File: src/rtl/fetch_issue_if.sv
// fetch_issue_if: instruction memory, redirect and issue signals of the fetch front-end
interface fetch_issue_if #(parameter int XLEN = 32);
  logic            imem_req;
  logic [XLEN-1:0] imem_addr;
  logic            imem_rvalid;
  logic [XLEN-1:0] imem_rdata;
  logic            redirect;
  logic [XLEN-1:0] redirect_pc;
  logic            stall;
  logic            issue_valid;
  logic [XLEN-1:0] inst;
  logic [XLEN-1:0] pc_out;
  logic [8:0]      ins;
  logic            illegal;
  modport master (
    output imem_req, imem_addr, issue_valid, inst, pc_out, ins, illegal,
    input  imem_rvalid, imem_rdata, redirect, redirect_pc, stall
  );
  modport slave (
    input  imem_req, imem_addr, issue_valid, inst, pc_out, ins, illegal,
    output imem_rvalid, imem_rdata, redirect, redirect_pc, stall
  );
endinterface

File: src/rtl/fetch_issue_unit.sv
// fetch_issue_unit: credit-limited instruction fetch with epoch-tagged flush and decode-key issue
module fetch_issue_unit #(
  parameter int              XLEN     = 32,
  parameter logic [XLEN-1:0] RESET_PC = '0,
  parameter int              DEPTH    = 2
) (
  input logic          clk,
  input logic          rst,
  fetch_issue_if.master bus
);
  localparam int AW = $clog2(DEPTH);
  localparam logic [8:0] NONE = 9'b0000_11111;
  logic [XLEN-1:0] fetch_pc_q, fetch_pc_d, last_inst_q, last_pc_q, head_inst, head_pc;
  logic [XLEN-1:0] tag_pc_q [DEPTH];
  logic [XLEN-1:0] buf_pc_q [DEPTH];
  logic [XLEN-1:0] buf_inst_q [DEPTH];
  logic [DEPTH-1:0] tag_ep_q;
  logic [AW-1:0] tag_wr_q, tag_wr_d, tag_rd_q, tag_rd_d, wr_q, wr_d, rd_q, rd_d;
  logic [AW:0] out_q, out_d, cnt_q, cnt_d;
  logic epoch_q, req, rsp, push, valid, pop, legal;
  always_comb begin
    req        = !rst && ({1'b0, out_q} + {1'b0, cnt_q}) < (AW+2)'(DEPTH) && !bus.redirect;
    rsp        = bus.imem_rvalid && out_q != '0;
    push       = rsp && tag_ep_q[tag_rd_q] == epoch_q && !bus.redirect;
    valid      = cnt_q != '0 && !bus.redirect;
    pop        = valid && !bus.stall;
    head_inst  = buf_inst_q[rd_q];
    head_pc    = buf_pc_q[rd_q];
    legal      = head_inst[1:0] == 2'b11;
    fetch_pc_d = bus.redirect ? bus.redirect_pc : fetch_pc_q + (req ? XLEN'(4) : XLEN'(0));
    tag_wr_d   = tag_wr_q + AW'(req);
    tag_rd_d   = tag_rd_q + AW'(rsp);
    out_d      = out_q + (AW+1)'(req) - (AW+1)'(rsp);
    wr_d       = bus.redirect ? '0 : wr_q + AW'(push);
    rd_d       = bus.redirect ? '0 : rd_q + AW'(pop);
    cnt_d      = bus.redirect ? '0 : cnt_q + (AW+1)'(push) - (AW+1)'(pop);
  end
  always_ff @(posedge clk or posedge rst) begin
    if (rst) begin
      fetch_pc_q  <= RESET_PC;
      epoch_q     <= 1'b0;
      tag_wr_q    <= '0;
      tag_rd_q    <= '0;
      out_q       <= '0;
      wr_q        <= '0;
      rd_q        <= '0;
      cnt_q       <= '0;
      last_inst_q <= '0;
      last_pc_q   <= '0;
    end else begin
      fetch_pc_q  <= fetch_pc_d;
      epoch_q     <= epoch_q ^ bus.redirect;
      tag_wr_q    <= tag_wr_d;
      tag_rd_q    <= tag_rd_d;
      out_q       <= out_d;
      wr_q        <= wr_d;
      rd_q        <= rd_d;
      cnt_q       <= cnt_d;
      last_inst_q <= valid ? head_inst : last_inst_q;
      last_pc_q   <= valid ? head_pc : last_pc_q;
    end
  end
  // Payload storage needs no reset: entries are only read behind valid counters.
  always_ff @(posedge clk) begin
    if (req) begin
      tag_pc_q[tag_wr_q] <= fetch_pc_q;
      tag_ep_q[tag_wr_q] <= epoch_q;
    end
    if (push) begin
      buf_pc_q[wr_q]   <= tag_pc_q[tag_rd_q];
      buf_inst_q[wr_q] <= bus.imem_rdata;
    end
  end
  assign bus.imem_req    = req;
  assign bus.imem_addr   = fetch_pc_q;
  assign bus.issue_valid = valid;
  assign bus.inst        = valid ? head_inst : last_inst_q;
  assign bus.pc_out      = valid ? head_pc : last_pc_q;
  assign bus.ins         = valid && legal ? {head_inst[30], head_inst[14:12], head_inst[6:2]} : NONE;
  assign bus.illegal     = valid && !legal;
  a_no_overflow: assert property (@(posedge clk) disable iff (rst) push |-> cnt_q < (AW+1)'(DEPTH));
endmodule

File: src/flat_wrapper.sv
// flat-port wrapper written by rule: the top's interface ports become plain ports
module fetch_issue_unit_flat 
#(
  parameter int              XLEN     = 32,
  parameter logic [XLEN-1:0] RESET_PC = '0,
  parameter int              DEPTH    = 2
)
  (clk, rst, bus_imem_req, bus_imem_addr, bus_issue_valid, bus_inst, bus_pc_out, bus_ins, bus_illegal, bus_imem_rvalid, bus_imem_rdata, bus_redirect, bus_redirect_pc, bus_stall);
  fetch_issue_if #(.XLEN(XLEN)) bus_i ();
  input logic clk;
  input logic rst;
  output wire logic [$bits(bus_i.imem_req)-1:0] bus_imem_req;
  output wire logic [$bits(bus_i.imem_addr)-1:0] bus_imem_addr;
  output wire logic [$bits(bus_i.issue_valid)-1:0] bus_issue_valid;
  output wire logic [$bits(bus_i.inst)-1:0] bus_inst;
  output wire logic [$bits(bus_i.pc_out)-1:0] bus_pc_out;
  output wire logic [$bits(bus_i.ins)-1:0] bus_ins;
  output wire logic [$bits(bus_i.illegal)-1:0] bus_illegal;
  input wire logic [$bits(bus_i.imem_rvalid)-1:0] bus_imem_rvalid;
  input wire logic [$bits(bus_i.imem_rdata)-1:0] bus_imem_rdata;
  input wire logic [$bits(bus_i.redirect)-1:0] bus_redirect;
  input wire logic [$bits(bus_i.redirect_pc)-1:0] bus_redirect_pc;
  input wire logic [$bits(bus_i.stall)-1:0] bus_stall;
  assign bus_imem_req = bus_i.imem_req;
  assign bus_imem_addr = bus_i.imem_addr;
  assign bus_issue_valid = bus_i.issue_valid;
  assign bus_inst = bus_i.inst;
  assign bus_pc_out = bus_i.pc_out;
  assign bus_ins = bus_i.ins;
  assign bus_illegal = bus_i.illegal;
  assign bus_i.imem_rvalid = bus_imem_rvalid;
  assign bus_i.imem_rdata = bus_imem_rdata;
  assign bus_i.redirect = bus_redirect;
  assign bus_i.redirect_pc = bus_redirect_pc;
  assign bus_i.stall = bus_stall;
  fetch_issue_unit #(.XLEN(XLEN), .RESET_PC(RESET_PC), .DEPTH(DEPTH)) u_core (.clk(clk), .rst(rst), .bus(bus_i));
endmodule
File: config.mk
export PLATFORM = sky130hd
export DESIGN_NAME = fetch_issue_unit_flat
export DESIGN_NICKNAME = d
export VERILOG_FILES = /design/src/rtl/fetch_issue_if.sv /design/src/rtl/fetch_issue_unit.sv /design/src/flat_wrapper.sv
export SDC_FILE = /design/constraint.sdc
export NUM_CORES = 1
export LEC_CHECK = 0
export ABC_AREA = 1
export BUFFER_PORTS_ARGS = -buffer_cell sky130_fd_sc_hd__buf_2
export CAP_MARGIN = 20
export CORE_MARGIN = 4
export CORE_UTILIZATION = 35
export CTS_CLUSTER_SIZE = 14
export DETAILED_ROUTE_END_ITERATION = 8
export PLACE_DENSITY = 0.54
export SETUP_SLACK_MARGIN = 0.15
export SKIP_CTS_REPAIR_TIMING = 1
export SYNTH_ARGS = -nofsm -noshare
export SYNTH_HDL_FRONTEND = slang
export SYNTH_SLANG_ARGS = --single-unit
export TNS_END_PERCENT = 10
File: constraint.sdc
create_clock -name clk -period 3.1 [get_ports clk]
set_clock_uncertainty 0.1 [all_clocks]
set_input_delay 0.155 -clock clk [delete_from_list [all_inputs] [get_ports clk]]
set_output_delay 0.155 -clock clk [all_outputs]
set_load 0.01 [all_outputs]
After elaboration in Yosys (flattened, before gate mapping). Memories as Yosys holds them, arrays and structs flattened. Index checks and enable logic that the tools add are counted. Widths: inputs -> output; s select.

Flip-flop bits (word level): 107. Memories kept: 3. Word-level logic and storage cells: 64. Bits in writable memories: 192. Bits of input ports: 69.

Memory list: u_core.buf_inst_q (words 2, width 32, rd ports 1, clocked after Yosys merged registers in 0, wr ports 1, line fetch_issue_unit.sv:16) `logic [XLEN-1:0] buf_inst_q [DEPTH];`; u_core.buf_pc_q (words 2, width 32, rd ports 1, clocked after Yosys merged registers in 0, wr ports 1, line fetch_issue_unit.sv:15) `logic [XLEN-1:0] buf_pc_q [DEPTH];`; u_core.tag_pc_q (words 2, width 32, rd ports 1, clocked after Yosys merged registers in 0, wr ports 1, line fetch_issue_unit.sv:14) `logic [XLEN-1:0] tag_pc_q [DEPTH];`.

Reductions and logical operators: 16. Order comparisons: 4. Bitwise gates (word level): 1. Add/sub/neg operators: 10. Muxes and demuxes: 17. Eq/ne operators: 2.

Operators by type and width (number): $mux 32 (3); $add 32x32->32 (1); $logic_and 1x1->1 (10); $mux 1 (9); $mux 9 (1); $add 1x1->1 (4); $add 2x1->2 (2); $logic_not 1->1 (4); $lt 1x2->1 const B (2); $reduce_bool 2->1 (2); $sub 2x1->2 (2); $add 2x2->3 (1); $lt 3x2->1 const B (1); $mux 3 (1); $bwmux 2 (1); $eq 2x2->1 const B (1); $mux 2 (1); $demux 1 s1 (1); $eq 1x1->1 (1); $ge 1x1->1 const B (1); $xor 1x1->1 (1).

Depth between registers and ports, before layout.
Depth in word-level cells: 8. Mapped depth: 13. Depth with buffers taken out: 13.

Least setup slack after synthesis. No wires, ideal clock.

Kind: register -> register. Start: register u_core.cnt_q[0]. End: register u_core.tag_ep_q[1] (enable). Arrival: 2.758 ns. Period minus slack after synthesis: 3.251 ns. Slack: -0.151 ns. Stages on the path, launching flop included: 6. Setup time: 0.393 ns. Cells stage by stage: dfrtp_1 -> nand2_1 -> inv_1 -> fa_1 -> nor4_1 -> ha_1.

Word-level cells in the longest chain between the ends: 4.

Ends and longest elaborated chain: start, declared (line fetch_issue_unit.sv:19) `logic [AW:0] out_q, out_d, cnt_q, cnt_d;`; start signal, assigned (line fetch_issue_unit.sv:58) `cnt_q <= cnt_d;`; $add 2x2->3 (line fetch_issue_unit.sv:22) `req = !rst && ({1'b0, out_q} + {1'b0, cnt_q}) < (AW+2)'(DEPTH) && !bus.redirect;`; $lt 3x2->1 (line fetch_issue_unit.sv:22); $logic_and 1x1->1 (2 in series) (line fetch_issue_unit.sv:22); net bus_imem_req (line flat_wrapper.sv:12) `output wire logic [$bits(bus_i.imem_req)-1:0] bus_imem_req;`; end signal, assigned by index (line fetch_issue_unit.sv:67) `tag_ep_q[tag_wr_q] <= epoch_q;`; end, declared (line fetch_issue_unit.sv:17) `logic [DEPTH-1:0] tag_ep_q;`.

The timed path passes the listed nets, and every way through them passes these cells. A chain may end at the register's enable or synchronous reset.

Worst setup path in the final report.
Start: register u_core.cnt_q[1]. End: output bus_inst[23].

Word-level cells in the longest chain between the ends: 3.

Ends and longest elaborated chain: $reduce_bool 2->1 (line fetch_issue_unit.sv:25) `valid = cnt_q != '0 && !bus.redirect;`; $logic_and 1x1->1 (line fetch_issue_unit.sv:25); $mux 32; end, declared (line flat_wrapper.sv:15) `output wire logic [$bits(bus_i.inst)-1:0] bus_inst;`.

No other way between the ends.

==> impl_metrics.csv <==
group,metric,value,unit
timing,finalSetupViolations,0,
global_route,met3_usage,2.74,%
setup_path,r2r_slack,0.40,ns
setup_path,required,2.84,ns
timing,period_minus_slack,2.78,ns
synth,syn_nets,1107,
clock_tree,clockRootBuffer,"clkbuf_16",
timing,hold_viol,0,
synth,ys.warnings.count,0,
synth,synth.cell_area,0.0118,mm^2
setup_path,cp_max_fo,31,
timing,rsz0062_at_grt,"yes",
pwr,power_density,861,mW/mm^2
final_layout,register_area,0.00845,mm^2
synth,yosys-top-cells-count,"nand2_1 (380), edfxtp_1 (194), dfrtp_1 (105)",
pwr,ir_drop,0.000347,V
detailed_routing,wl_per_cell,15.9,um
clock_tree,path_clk_slew,0.06,ns
final_layout,drive_gt1_share,21.1,%
global_route,grt_overflow_total,0,
floorplan,start_util,35.8,%
clock_tree,cts-htree-levels,2,
timing,clock.fmax,359,MHz
placement,io_buffers,176,
setup_path,r2r-end,"u_core.bus.imem_addr[23]",
timing,finalCritPeriodShare,89.8,%
synth,synth.distinct_cells,34,
detailed_routing,drc,0,
global_route,met2_usage,24.3,%
detailed_routing,drtIter0Drc,354,
final_layout,num-nets-final,1367,
final_layout,num-fill-cells,3123,
floorplan,die_area,0.0366,mm^2
synth,ys.flop_type,"edfxtp_1",
setup_path,crit_arrival,2.53,ns
placement,routabilityCongestion,0.830,
global_route,use_met1,20.2,%
final_layout,syn2layout_area_growth,27.1,%
setup_path,endpoint_kind,"primary output",
synth,synth_most_common_cell,"nand2_1",
detailed_routing,ant_nets,0,
clock_tree,clk_latency,0.50,ns
setup_path,start_kind,"flop",
synth,synthTopCellsByArea,"edfxtp_1 (49%), dfrtp_1 (22%), nand2_1 (12%)",
synth,synth-edff-count,194,
job,maxCapViolations,0,
status,run_status,"finished clean",
synth,synth-seq-cells,299,
clock_tree,cts.sinks,299,
detailed_routing,via_per_inst,4.53,
global_route,grt_pass1_vias,7662,
global_route,grt_max_degree,47,
clock_tree,cts_tree,"done",
clock_tree,cts_buffers,34,
detailed_routing,vias,7945,
floorplan,pin_count,177,
floorplan,fp.coreArea,0.0329,mm^2
floorplan,num_rows,66,
synth,yosysSeqAreaShare,71.8,%
setup_path,worstReg2RegStart,"u_core.cnt_q[0]",
synth,postSynthAreaPerCell,11.5,um^2
floorplan,die_h,191,um
placement,dpl_cell_area,0.0133,mm^2
final_layout,antenna_cells,0,
floorplan,die_x,191,um
timing,drv_slew,0,
global_route,grt_antenna_before_repair,0,
placement,hpwlAfterDp,18.4,mm
hold_path,hold_path_depth,4,
timing,relSlewSlack,53.0,%
final_layout,multi_input_area,0.00299,mm^2
synth,synth_cells,1027,
global_route,grt_pass1_wl,42.6,mm
synth,synthArstFlopShare,35.1,%
synth,synth_top_area_share,49.5,%
timing,hold_ws,0.197,ns
final_layout,post-route-cell-area,0.0150,mm^2
detailed_routing,first_pass_iters,4,
global_route,grt.busiest_layer,"met2",
pwr,p_leak,6.30,nW
setup_path,crit_start,"u_core.cnt_q[1]",
clock_tree,ctsLongestPathBuffers,3,
hold_path,hp-class,"in -> reg",
timing,tightest_slew,0.704,ns
synth,yosysTopAreaCell,"edfxtp_1",
detailed_routing,totalWireLength,27.8,mm
setup_path,r2r_cells,12,
setup_path,path_class,"reg -> out",
setup_path,endpoint,"bus_inst[23]",
global_route,track_usage,14.9,%
## through the flow
stage          util (%)  TNS (ns)  setup slack, ns  cells  power, mW
2_1_floorplan         -    -10.19          -0.0797   1027       7.77
3_3_place_gp       40.4         0            0.444   1626       9.23
3_5_place_dp       40.4         0            0.380   1626       9.31
4_1_cts            43.5   -0.0684          -0.0602   1686       13.0
5_1_grt            45.5         0            0.119   1753       13.7
6_report           45.5         0            0.316   1753       12.9
## registers in the layout, indices dropped and copies added, names as in the netlist, 2 cells and up
register              cells
u_core.buf_pc_q          64
u_core.buf_inst_q        64
u_core.bus.imem_addr     32
u_core.tag_pc_q          64
u_core.last_inst_q       32
u_core.last_pc_q         32
u_core.out_q              2
u_core.cnt_q              2
u_core.tag_ep_q           2
## worst min path at each step
| stage | endpoint | from | slack [ns] |
|---|---|---|---|
| final | u_core.bus.imem_addr[0] | bus_redirect | 0.20 |
| after global routing | u_core.bus.imem_addr[0] | bus_redirect | 0.22 |
| after CTS | u_core.last_pc_q[2] | rst | -0.30 |
| after detailed placement | u_core.last_pc_q[6] | rst | 0.24 |
| after global placement | u_core.last_pc_q[6] | rst | 0.23 |
| after floorplan | u_core.buf_inst_q[0][0] | bus_imem_rdata[0] | 0.15 |
## report_power, final
| group | switching (mW) | total [mW] | internal (mW) |
|---|---|---|---|
| clock network | 1.53 | 3.68 | 2.15 |
| registers | 0.338 | 5.61 | 5.27 |
| logic | 2.34 | 3.59 | 1.25 |
| total | 4.20 | 12.9 | 8.68 |
## final cells by class
type,instances,share of cell area (%)
Clock buffer,42,6.30
Inverter,45,1.16
Tap cell,442,3.70
Timing Repair Buffer,264,11.8
Multi-Input combinational cell,643,20.0
Sequential cell,299,56.5
Clock inverter,18,0.585
## metal layers
layer | wire (um) | up-vias
met1 | 12600 | 3748
met3 | 1350 | 52
li1 | - | 3951
met4 | 692 | 0
met2 | 13200 | 194
met5 | 0 | -
## cells in the final DEF (no fill, tap or decap), drive strengths merged
master	instances
o21bai	1
clkbuf	42
a31oi	53
dfrtp	105
inv	45
xnor2	4
dlygate4sd3	67
nor4	1
fa	1
mux2i	6
buf	197
o31ai	1
a21oi	3
ha	10
edfxtp	194
o21ai	24
nand2	386
clkinvlp	2
clkinv	16
xor2	5
nand3	30
and2	2
or2	3
nor2	113
## logic make-up after synthesis
kind of cell / Yosys count / synth area share [%]
xor gates and xnor gates: 9 / 0.670
and+or+nand+nor: 535 / 18.5
DFF: 299 / 71.8
muxes: 6 / 0.510
AOI/OAI and AO/OA: 82 / 4.19
adders and majority gates: 11 / 1.23
buffers and inverters: 85 / 3.06
## critical path: stages (launching register included)
cell	delay [ns]
dfrtp_1	0.44
o21ai_4	0.56
inv_4	0.24
buf_4	0.31
a31oi_1	0.27
buf_2	0.20
Power figures use the tool's default switching activity.
